File: src/rtl/inverse_seq_ctrl.sv
// -----------------------------------------------------------------------------
// inverse_seq_ctrl
//
// Purpose:
//   Sequencer for a 5x5 Gauss-Jordan inversion. A run has three parts:
//     1. Load. It streams the 25 coefficients from a ROM into the matrix
//        register file, in row-major order.
//     2. Row operations. For each pivot k = 0..4 it issues one NORM op on
//        row k. It then issues one ELIM op on every other row, in ascending
//        order. A shared datapath accepts these ops through a valid/ready
//        handshake.
//     3. Finish. It pulses done for one cycle.
//
// Configuration:
//   PIVOT_CHECK_EN  When this macro is defined, a zero pivot seen in CHECK
//                   aborts the run and sets singular. When it is undefined,
//                   pivot_zero is ignored and singular is always 0.
//
// Ports:
//   clk         system clock, rising edge
//   reset       synchronous active-high reset
//   start       run request, sampled only in IDLE
//   busy        run in progress (through the done cycle)
//   done        one-cycle end-of-run pulse
//   singular    last run aborted on a zero pivot
//   rom_addr    coefficient ROM address (0..24)
//   rom_data    ROM read data, one cycle after rom_addr
//   ld_we       matrix register-file write enable
//   ld_row      matrix register-file write row
//   ld_col      matrix register-file write column
//   ld_data     matrix register-file write data
//   op_valid    row operation offered to the datapath
//   op_ready    datapath accepts the row operation
//   op_code     0 = NORM, 1 = ELIM
//   op_pivot    pivot index k
//   op_row      target row i
//   pivot_zero  datapath flag: a[op_pivot][op_pivot] == 0
// -----------------------------------------------------------------------------
module inverse_seq_ctrl (
    input  logic        clk,
    input  logic        reset,
    input  logic        start,
    output logic        busy,
    output logic        done,
    output logic        singular,
    output logic [4:0]  rom_addr,
    input  logic [31:0] rom_data,
    output logic        ld_we,
    output logic [2:0]  ld_row,
    output logic [2:0]  ld_col,
    output logic [31:0] ld_data,
    output logic        op_valid,
    input  logic        op_ready,
    output logic [1:0]  op_code,
    output logic [2:0]  op_pivot,
    output logic [2:0]  op_row,
    input  logic        pivot_zero
);

    typedef enum logic [2:0] {
        S_IDLE      = 3'd0,
        S_LOAD      = 3'd1,
        S_CHECK     = 3'd2,
        S_ISSUE     = 3'd3,
        S_WAIT_LAST = 3'd4,
        S_FIN       = 3'd5
    } state_t;

    localparam logic [1:0] OP_NORM = 2'd0;
    localparam logic [1:0] OP_ELIM = 2'd1;

    state_t      r_state;
    state_t      w_state_next;

    logic [4:0]  r_rom_addr;
    logic [2:0]  r_load_row;     // row/col that track r_rom_addr, so no divide is needed
    logic [2:0]  r_load_col;
    logic        r_ld_we;
    logic [2:0]  r_ld_row;
    logic [2:0]  r_ld_col;
    logic [2:0]  r_k;            // current pivot
    logic [2:0]  r_j;            // op slot within a pivot: 0 = NORM, 1..4 = ELIM
    logic        r_singular;

    logic        w_xfer;
    logic        w_last_op;
    logic        w_pivot_bad;
    logic [2:0]  w_elim_row;

`ifdef PIVOT_CHECK_EN
    assign w_pivot_bad = pivot_zero;
`else
    logic w_unused_pivot_zero;
    assign w_unused_pivot_zero = pivot_zero;
    assign w_pivot_bad         = 1'b0;
`endif

    assign w_xfer    = (r_state == S_ISSUE) && op_ready;
    assign w_last_op = (r_j == 3'd4);

    // ELIM slot j (1..4) maps to the j-th row in ascending order, with the
    // pivot row k skipped.
    assign w_elim_row = ((r_j - 3'd1) < r_k) ? (r_j - 3'd1) : r_j;

    // Next-state and output decode.
    always_comb begin
        w_state_next = r_state;
        busy         = 1'b0;
        done         = 1'b0;
        op_valid     = 1'b0;
        op_code      = OP_NORM;
        op_pivot     = 3'd0;
        op_row       = 3'd0;

        case (r_state)
            S_IDLE: begin
                if (start) begin
                    w_state_next = S_LOAD;
                end
            end
            S_LOAD: begin
                busy = 1'b1;
                if (r_rom_addr == 5'd24) begin
                    w_state_next = S_WAIT_LAST;
                end
            end
            S_WAIT_LAST: begin
                // Wait one cycle for the write of address 24 to complete.
                busy         = 1'b1;
                w_state_next = S_CHECK;
            end
            S_CHECK: begin
                busy     = 1'b1;
                op_pivot = r_k;
                if (w_pivot_bad) begin
                    w_state_next = S_FIN;
                end else begin
                    w_state_next = S_ISSUE;
                end
            end
            S_ISSUE: begin
                busy     = 1'b1;
                op_valid = 1'b1;
                op_pivot = r_k;
                if (r_j == 3'd0) begin
                    op_code = OP_NORM;
                    op_row  = r_k;
                end else begin
                    op_code = OP_ELIM;
                    op_row  = w_elim_row;
                end
                if (w_xfer && w_last_op) begin
                    w_state_next = (r_k == 3'd4) ? S_FIN : S_CHECK;
                end
            end
            S_FIN: begin
                busy         = 1'b1;
                done         = 1'b1;
                w_state_next = S_IDLE;
            end
            default: begin
                w_state_next = S_IDLE;
            end
        endcase
    end

    always_ff @(posedge clk) begin
        if (reset) begin
            r_state    <= S_IDLE;
            r_rom_addr <= 5'd0;
            r_load_row <= 3'd0;
            r_load_col <= 3'd0;
            r_ld_we    <= 1'b0;
            r_ld_row   <= 3'd0;
            r_ld_col   <= 3'd0;
            r_k        <= 3'd0;
            r_j        <= 3'd0;
            r_singular <= 1'b0;
        end else begin
            r_state <= w_state_next;

            // The write stage trails the address by one cycle, which matches
            // the ROM read latency.
            r_ld_we  <= (r_state == S_LOAD);
            r_ld_row <= (r_state == S_LOAD) ? r_load_row : 3'd0;
            r_ld_col <= (r_state == S_LOAD) ? r_load_col : 3'd0;

            case (r_state)
                S_IDLE: begin
                    if (start) begin
                        r_rom_addr <= 5'd0;
                        r_load_row <= 3'd0;
                        r_load_col <= 3'd0;
                        r_k        <= 3'd0;
                        r_j        <= 3'd0;
                        r_singular <= 1'b0;
                    end
                end
                S_LOAD: begin
                    if (r_rom_addr == 5'd24) begin
                        r_rom_addr <= 5'd0;
                        r_load_row <= 3'd0;
                        r_load_col <= 3'd0;
                    end else begin
                        r_rom_addr <= r_rom_addr + 5'd1;
                        if (r_load_col == 3'd4) begin
                            r_load_col <= 3'd0;
                            r_load_row <= r_load_row + 3'd1;
                        end else begin
                            r_load_col <= r_load_col + 3'd1;
                        end
                    end
                end
                S_CHECK: begin
                    r_j <= 3'd0;
                    if (w_pivot_bad) begin
                        r_singular <= 1'b1;
                    end
                end
                S_ISSUE: begin
                    if (w_xfer) begin
                        if (w_last_op) begin
                            r_j <= 3'd0;
                            if (r_k != 3'd4) begin
                                r_k <= r_k + 3'd1;
                            end
                        end else begin
                            r_j <= r_j + 3'd1;
                        end
                    end
                end
                S_FIN: begin
                    r_k <= 3'd0;
                    r_j <= 3'd0;
                end
                default: begin
                end
            endcase
        end
    end

    assign rom_addr = r_rom_addr;
    assign ld_we    = r_ld_we;
    assign ld_row   = r_ld_row;
    assign ld_col   = r_ld_col;
    assign ld_data  = r_ld_we ? rom_data : 32'd0;
    assign singular = r_singular;

endmodule

File: config.mk
export PLATFORM = sky130hd
export DESIGN_NAME = inverse_seq_ctrl
export DESIGN_NICKNAME = d
export VERILOG_FILES = /design/src/rtl/inverse_seq_ctrl.sv
export SDC_FILE = /design/constraint.sdc
export NUM_CORES = 1
export LEC_CHECK = 0
export ABC_AREA = 1
export CORE_MARGIN = 3
export CORE_UTILIZATION = 36
export CTS_CLUSTER_DIAMETER = 150
export DETAILED_ROUTE_END_ITERATION = 8
export GPL_ROUTABILITY_DRIVEN = 0
export PLACE_DENSITY_LB_ADDON = 0.15
export SLEW_MARGIN = 0
export SYNTH_ARGS = -nofsm -noshare
export SYNTH_HDL_FRONTEND = slang
export SYNTH_SLANG_ARGS = --single-unit
export TNS_END_PERCENT = 50
File: constraint.sdc
create_clock -name clk -period 1.7 [get_ports clk]
set_input_delay 0.17 -clock clk [delete_from_list [all_inputs] [get_ports clk]]
set_output_delay 0.17 -clock clk [all_outputs]
set_load 0.005 [all_outputs]
### After elaboration in Yosys (flattened, before gate mapping)

Cells that the tools add are included.

| storage, ports and cells | value |
|---|---|
| register bits after elaboration | 27 |
| input port bits | 37 |
| output and inout port bits | 56 |

| cells by class | value |
|---|---|
| add/sub/neg operators | 6 |
| $lt $le $gt $ge | 1 |
| eq/ne operators | 17 |
| multiplexer cells | 32 |
| bitwise operators | 1 |
| reduce and logical (&&, ||, !) cells | 16 |

Operator list:

| cell | count |
|---|---|
| 3-bit two-way mux | 18 |
| 32-bit two-way mux | 1 |
| 3-bit case mux with 3 select lines | 2 |
| 3-bit == test, second input constant | 5 |
| 3-bit case mux with 5 select lines | 1 |
| 3-bit by 1-bit adder with 3-bit output, second input constant | 4 |
| 3-bit case mux with 2 select lines | 2 |
| 5-bit two-way mux | 2 |
| 5-bit case mux with 2 select lines | 1 |
| 3-bit AND reduction | 3 |
| 3-bit by 2-bit == test with 1-bit output, second input constant | 2 |
| 3-bit logical NOT | 2 |
| 2-bit by 1-bit != test with 1-bit output, second input constant | 3 |
| 2-bit != test, second input constant | 3 |
| 3-bit nonzero test | 2 |
| 2-bit OR reduction | 3 |
| 5-bit by 1-bit adder with 5-bit output, second input constant | 1 |
| 5-bit == test, second input constant | 1 |
| 1-bit two-way mux | 5 |
| 5-bit AND reduction | 1 |
| 5-bit OR reduction | 1 |
| 3-bit by 1-bit == test with 1-bit output, second input constant | 1 |
| 3-bit < comparator | 1 |
| 3-bit by 1-bit != test with 1-bit output, second input constant | 1 |
| 6 further kinds | 7 |

### Longest topological paths before layout

Gate-level depths: netlist of run 1.

| depth | value |
|---|---|
| word-level depth | 5 |
| gate-level depth with buffers | 11 |
| depth with buffers taken out | 11 |

### Worst setup path after synthesis of run 1

OpenSTA, ideal clock, no wires.

| timing path | value |
|---|---|
| path kind | reg2out |
| start | register r_j[0] |
| end | output port op_row[0] |
| data arrival time | 1.682 ns |
| slack | -0.152 ns |
| cell stages (with the launch flop) | 11 |
| cell sequence | dfxtp_1 > inv_1 > ha_1 > xnor2_1 > inv_1 > ha_1 > a21oi_1 > nand2_1 > xor2_1 > o21bai_1 > inv_1 |

| on the way | value |
|---|---|
| word-level cells in the longest chain between the ends | 5 |

Ends and longest elaborated chain:

| item | line | source |
|---|---|---|
| start, declared | 82 | `logic [2:0] r_j;` |
| start signal, assigned | 228 | `r_j <= r_j + 3'd1;` |
| 3-bit by 1-bit subtractor with 3-bit output | 103 | `assign w_elim_row = ((r_j - 3'd1) < r_k) ? (r_j - 3'd1) : r_j;` |
| 3-bit < comparator | 103 |  |
| 3-bit two-way mux | 103 |  |
| 3-bit two-way mux (*) | 145 | `if (r_j == 3'd0) begin` |
| 3-bit two-way mux (*) | 115 | `case (r_state)` |
| end, declared | 56 | `output logic [2:0] op_row,` |

Every way passes the cells marked *; elsewhere a longest branch is shown, timed or not.

### Final worst setup path of run 1

| timing path | value |
|---|---|
| start | register r_j[1] |
| end | output port op_row[0] |

Same word-level chain as after synthesis.

==> results of run 1 <==
cells in the mapped netlist, types with 2 or more instances:
| library cell | number | area, µm² |
|---|---|---|
| a21oi_1 | 16 | 80.1 |
| buf_2 | 2 | 10.0 |
| buf_4 | 3 | 22.5 |
| clkbuf_1 | 3 | 11.3 |
| dfxtp_1 | 27 | 541 |
| ha_1 | 12 | 150 |
| inv_1 | 61 | 229 |
| inv_2 | 5 | 18.8 |
| nand2_1 | 77 | 289 |
| nand2_2 | 7 | 43.8 |
| nand3_1 | 9 | 45.0 |
| nand3_2 | 2 | 20.0 |
| nor2_1 | 21 | 78.8 |
| nor2_2 | 4 | 25.0 |
| nor2_4 | 3 | 33.8 |
| nor3_1 | 3 | 15.0 |
| nor3_2 | 2 | 20.0 |
| o21ai_0 | 6 | 30.0 |
| o21ai_1 | 5 | 25.0 |
| xnor2_1 | 3 | 26.3 |
worst max path at each step:
stage / depth (start not counted) / slack (ns) / to / start
CTS: 12 / -0.60 / op_row[0] / r_j[0]$_SDFFE_PP0P_
detailed placement: 11 / -0.57 / op_row[0] / r_j[0]$_SDFFE_PP0P_
finish: 12 / -0.54 / op_row[0] / r_j[1]$_SDFFE_PP0P_
global placement: 11 / -0.55 / op_row[2] / r_j[0]$_SDFFE_PP0P_
floorplan: 10 / -0.08 / op_row[0] / r_j[0]$_SDFFE_PP0P_
global route: 13 / -0.61 / op_row[1] / r_j[1]$_SDFFE_PP0P_
final cells by class:
class	instances	area [µm²]	share of cell area
repair buffers	117	1110	0.354
multi-input cells	183	1080	0.345
flip-flops and latches	27	552	0.175
inverters	68	263	0.0836
well taps	67	83.8	0.0267
clock buffers	3	41.3	0.0131
clock inverters	1	7.51	0.00239
timing repair:
| item | 4_1_cts | 5_1_grt |
|---|---|---|
| setup endpoints to repair | 9 | 10 |
| buffers inserted | 5 | 2 |
| resized for setup | 28 | 15 |
| pin swaps | 10 | 1 |
power by group through the flow:
stage	Combinational [mW]	Sequential [mW]	Clock, mW
6_report	2.17	0.855	0.384
5_1_grt	2.44	0.867	0.419
4_1_cts	2.07	0.846	0.390
3_5_place_dp	1.95	0.855	0
3_3_place_gp	1.92	0.848	0
2_1_floorplan	1.14	0.857	0
placed cells by master (no fill, tap or decap), drive strengths merged:
cell type      instances
xor2                   1
clkdlybuf4s50         83
clkdlybuf4s15          1
dlymetal6s2s           1
clkinvlp               1
buf                   31
dfxtp                 27
nand4                  1
a21oi                 18
o21bai                 1
xnor2                  3
nand2                 84
ha                    12
nand3                 11
clkinv                 1
nand3b                 2
dlygate4sd2            1
a32o                   1
conb                   2
nor3                   5
o21ai                 13
clkbuf                 3
nor2                  29
inv                   67
metrics by stage:
step	power [mW]	hold slack, ns	cell area (µm²)	worst slack [ns]	std cells
2_1_floorplan	2.00	0.392	1880	-0.0812	286
3_3_place_gp	2.77	0.450	2980	-0.555	455
3_5_place_dp	2.81	0.452	2980	-0.568	455
4_1_cts	3.31	0.467	3070	-0.599	464
5_1_grt	3.73	0.488	3140	-0.615	466
6_report	3.41	0.464	3140	-0.537	466
critical path: stages, from the launching register on:
cell and delay [ns]:
dfxtp_2 0.36, inv_4 0.05, ha_4 0.16, xnor2_2 0.15, inv_2 0.06, ha_4 0.21, a21oi_2 0.14, nand2_2 0.10
buf_4 0.14, xor2_1 0.13, o21bai_1 0.11, inv_1 0.05, buf_2 0.12
layer usage:
| metal | wire length (µm) | vias to the layer above |
|---|---|---|
| li1 | - | 1073 |
| met1 | 2260 | 906 |
| met2 | 2530 | 64 |
| met3 | 426 | 2 |
| met4 | 22 | 0 |
| met5 | 0 | - |
cells by family after synthesis:
group	synth area share
AO/OA/AOI/OAI	0.110
XOR/XNOR	0.0189
adder cells (fa/ha/maj)	0.0812
buffers and inverters	0.163
flip-flops	0.292
other	0.00203
AND/OR/NAND/NOR	0.333
sequential cells by signal, indices dropped and copies added, names as in the netlist:
| signal | cells |
|---|---|
| ld_col | 3 |
| r_j | 3 |
| r_load_col | 3 |
| ld_row | 3 |
| r_k | 3 |
| ld_we | 1 |
| r_load_row | 3 |
| r_state | 3 |
| rom_addr | 5 |
==> summary.txt, run 1 <==
Status
  • Status: finished, violations left
  • Failing checks: setup timing

Timing
  • Peak Freq: 447 MHz
  • RSZ-0062 raised after global routing: true
  • Fin crit period: 2.24 ns
  • Fin crit share: 1.32
  • Setup Viol. Count Final: 3
  • Clock skew after layout: 0.00243 ns
  • Fin. max-slew vios: 0
  • Setup TNS: -1.54 ns
  • Min setup slack post-route: -0.537 ns
  • Hold Violations, Final: 0

Detailed routing
  • DRC violations left: 0
  • Initial DRC count: 67
  • Total Wirelength: 5.24 mm
  • Vias/cell: 4.39
  • Wire per inst: 11.2 µm
  • Post-route ant nets: 0
  • Vias: 2,045
  • Drt pass-1 iters: 4

CTS
  • CTS tree: built
  • CTS buffer count: 3
  • Worst-Skew Late Latency: 0.27 ns
  • CTS H-tree depth: 1
  • # hold bufs at CTS: 0
  • Clk buf depth: 2
  • Clock Sink Count: 27
  • Clock transition at the registers of the reported paths: 0.10 ns
  • Clock Tree Root: clkbuf_8

Floorplanning
  • Die ar.: 6030 µm²
  • Die extent in x: 77.7 µm
  • Die Ht: 77.7 µm
  • # IOs: 93
  • Core box area: 4850 µm²
  • Cell Rows: 25
  • Effective utilization at floorplan: 0.381

Logic synthesis
  • Post-synthesis cell count: 285
  • Post-synthesis cell area: 1850 µm²
  • Yosys reg bits: 27
  • Number of synthesized flops with an enable pin: 0
  • Synth cell types: 34
  • Post-Syn Area per Cell: 6.49 µm²
  • Number of synthesis warnings: 0
  • Register area share after synthesis: 0.292
  • Ys flop type: dfxtp_1
  • Async SR Flop Fraction: 0

Power and ir drop
  • Internal power: 1.97 mW
  • Sequential power share: 0.251
  • Comb pwr share: 0.637
  • Switch Pwr: 1.44 mW
  • VDD IR max: 0.000901 V
  • Switching share of power: 0.423
  • Pwr/cell area: 1080 nW/µm²
  • P_leak: 1.56 nW
  • Clock power frac: 0.113

Min path
  • Worst Hold End: ld_row[1]$_SDFF_PP0_
  • Hold Crit Depth: 2
  • Worst hold start: r_load_row[1]$_SDFFE_PP0P_
  • Worst min path class: flop to flop

Critical path
  • Arr. time, crit path: 2.07 ns
  • Maximum fanout along the worst path: 3
  • Worst setup EP type: output port
  • R2R setup slack: 0.25 ns
  • Required @ worst endpoint: 1.53 ns
  • Start of the worst register-to-register path: r_state[2]$_SDFFE_PP0P_
  • Startpoint Class: flop
  • Setup CP Type: flop to output port
  • Worst r2r dst: rom_addr[4]$_SDFFE_PP0P_
  • R2R cell count: 7

GRT
  • Vias in the first global route: 1,957
  • Grt total ovfl: 0
  • Met2 usage: 0.318
  • Routing usage on met3: 0.0418
  • Grt peak-use layer: met2
  • Initial antenna violation count: 0
  • First-pass GRT wire length: 8.96 mm
  • GRT met1 Usage: 0.217
  • Largest net degree at the start of global routing: 34
  • Total GRT Usage: 0.178

Placement
  • Port bufs: 89
  • Post-DP HPWL: 4.16 mm

Final layout
  • Final #Nets: 449
  • Layout cells sized above 1: 0.223
  • Fill count: 441
  • Area grow syn2layout: 70.0%
  • ANT cells: 0
  • Final Util: 0.649

Flow run
  • Max-cap viol count: 0
Power figures use the tool's default switching activity.
==> run 2: changes to the inputs <==
--- a/config.mk
+++ b/config.mk
@@ -12,6 +12,7 @@
 export DETAILED_ROUTE_END_ITERATION = 8
 export GPL_ROUTABILITY_DRIVEN = 0
 export PLACE_DENSITY_LB_ADDON = 0.15
+export SKIP_LAST_GASP = 1
 export SLEW_MARGIN = 0
 export SYNTH_ARGS = -nofsm -noshare
 export SYNTH_HDL_FRONTEND = slang
==> summary.txt, run 2 (synthesis gave the netlist of run 1 again) <==
Status
  • Status: finished, violations left
  • Failing checks: setup timing

Power and ir drop
  • P_leak: 1.53 nW (-1.7%)
  • Total chip power: 3.40 mW (-0.40%)
  • Pwr/cell area: 1090 nW/µm² (+0.24%)
  • VDD IR max: 0.000902 V (about the same)

Critical path
  • R2R setup slack: 0.25 ns (about the same)
  • Family with the most delay on the worst path: buffers and inverters
  • Crit-path max cell delay: 0.36 ns (about the same)
  • Arr. time, crit path: 2.07 ns (about the same)
  • CP bufs+invs: 5 (unchanged)
  • Required @ worst endpoint: 1.53 ns (about the same)
  • CP most frequent cell: ha_4
  • Setup CP Type: flop to output port
  • CP cell instances: inv_4 -> ha_4 -> xnor2_2 -> inv_2 -> ha_4 -> a21oi_2 -> nand2_2 -> buf_4 -> xor2_1 -> o21bai_1 -> inv_1 -> buf_2
  • Worst setup EP type: output port
  • Startpoint Class: flop
  • Maximum fanout along the worst path: 3 (unchanged)
  • Critical path's slowest cell: dfxtp_2

Final layout
  • ANT cells: 0 (unchanged)
  • Max FFs per register: 5 (unchanged)
  • Final instance area: 3120 µm² (-0.64%)
  • Final Util: 0.644 (-0.00413)
  • Most frequent cells in the layout: clkdlybuf4s50_1, nand2_1, inv_1
  • Most common cell after layout, fill and taps aside: clkdlybuf4s50_1
  • Area grow syn2layout: 68.9%
  • Layout Cells excl Fill: 465 (-0.21%)
  • Layout cells sized above 1: 0.211 (-0.0120)
  • Final #Nets: 448 (-0.22%)

Flow run
  • Max-cap viol count: 0 (unchanged)

GRT
  • Initial antenna violation count: 0 (unchanged)
  • First-pass GRT wire length: 8.89 mm (-0.77%)
  • Largest net degree at the start of global routing: 34 (unchanged)
  • Grt total ovfl: 0 (unchanged)
  • Total GRT Usage: 0.176 (-0.00151)
  • Vias in the first global route: 1,936 (-1.1%)

Floorplanning
  • Die ar.: 6030 µm² (unchanged)
  • Core box area: 4850 µm² (unchanged)
  • Die extent in x: 77.7 µm (unchanged)
  • Cell Rows: 25 (unchanged)
  • Die Ht: 77.7 µm (unchanged)
  • # IOs: 93 (unchanged)
  • Effective utilization at floorplan: 0.381 (unchanged)

Placement
  • Inst Count DP: 455 (unchanged)
  • Cell Area, Placed: 2980 µm² (unchanged)
  • Port bufs: 89 (unchanged)
  • Post-DP HPWL: 4.16 mm (unchanged)
  • Pre-CTS setup slack: -0.568 ns (unchanged)

CTS
  • CTS buffer count: 3 (unchanged)
  • # hold bufs at CTS: 0 (unchanged)
  • Clock transition at the registers of the reported paths: 0.10 ns (about the same)
  • Clock Sink Count: 27 (unchanged)
  • Clk buf depth: 2 (unchanged)
  • Clock Tree Root: clkbuf_8
  • CTS H-tree depth: 1 (unchanged)
  • CTS tree: built
  • Worst-Skew Late Latency: 0.27 ns (about the same)

Timing
  • Hold Violations, Final: 0 (unchanged)
  • Clock skew after layout: 0.00284 ns (+0.000415 ns)
  • Peak Freq: 447 MHz (about the same)
  • Setup Viol. Count Final: 3 (unchanged)
  • RSZ-0062 raised after global routing: true
  • Fin. max-slew vios: 0 (unchanged)
  • Min setup slack post-route: -0.537 ns (-0.0000910 ns)
  • Fin crit share: 1.32 (about the same)
  • Fin crit period: 2.24 ns (+0.0000910 ns)

Min path
  • Worst min path class: flop to flop

Detailed routing
  • Initial DRC count: 71 (+6.0%)
  • Wire per inst: 11.2 µm (-0.76%)
  • DRC violations left: 0 (unchanged)
  • Total Wirelength: 5.19 mm (-0.97%)
  • Vias/cell: 4.38 (-0.23%)
  • Drt pass-1 iters: 4 (unchanged)
  • Post-route ant nets: 0 (unchanged)
  • Vias: 2,036 (-0.44%)
run 2: layout make-up:
cell class	count	area, µm²
Timing Repair Buffer	116	1110
Clock buffer	3	41.3
Multi-Input combinational cell	183	1070
Fill cell	447	1720
Inverter	68	263
Clock inverter	1	7.51
Tap cell	67	83.8
Sequential cell	27	547
run 2: worst min-delay path, stage by stage, from the launching register on:
cell     delay, ns
dfxtp_1       0.33
inv_1         0.06
nor2_1        0.04
run 2: metrics by stage:
| step | TNS [ns] | hold WS (ns) |
|---|---|---|
| floorplan | -0.159 | 0.392 |
| global placement | -1.61 | 0.450 |
| detailed placement | -1.72 | 0.452 |
| CTS | -2.04 | 0.467 |
| global route | -2.06 | 0.488 |
| finish | -1.54 | 0.464 |
run 2: repair_timing:
item	4_1_cts	5_1_grt
setup buffers	5	1
setup endpoints to repair	9	9
resized for setup	23	14
pin swaps	10	1
run 2: worst paths after layout:
| kind | startpoint | end | depth (start not counted) |
|---|---|---|---|
| setup / recovery | r_j[1]$_SDFFE_PP0P_ | op_row[0] | 12 |
| hold / removal | r_load_row[1]$_SDFFE_PP0P_ | ld_row[1]$_SDFF_PP0_ | 2 |
| setup reg to reg | r_k[0]$_SDFFE_PP0P_ | r_k[2]$_SDFFE_PP0P_ | 10 |
| hold reg to reg | r_load_row[1]$_SDFFE_PP0P_ | ld_row[1]$_SDFF_PP0_ | 2 |
run 2: routing by layer:
layer / GRT usage / vias to the layer above / wire length (µm)
li1: - / 1070 / -
met1: 0.216 / 898 / 2230
met2: 0.314 / 66 / 2500
met3: 0.0418 / 2 / 438
met4: 0.0320 / 0 / 22
met5: 0 / - / 0
run 2: where the power goes:
group	internal (mW)	leakage (nW)	switching [mW]	total [mW]
combinational	1.04	1.29	1.11	2.16
sequential	0.757	0.222	0.0967	0.854
clock	0.167	0.0217	0.219	0.385
total	1.97	1.53	1.43	3.40
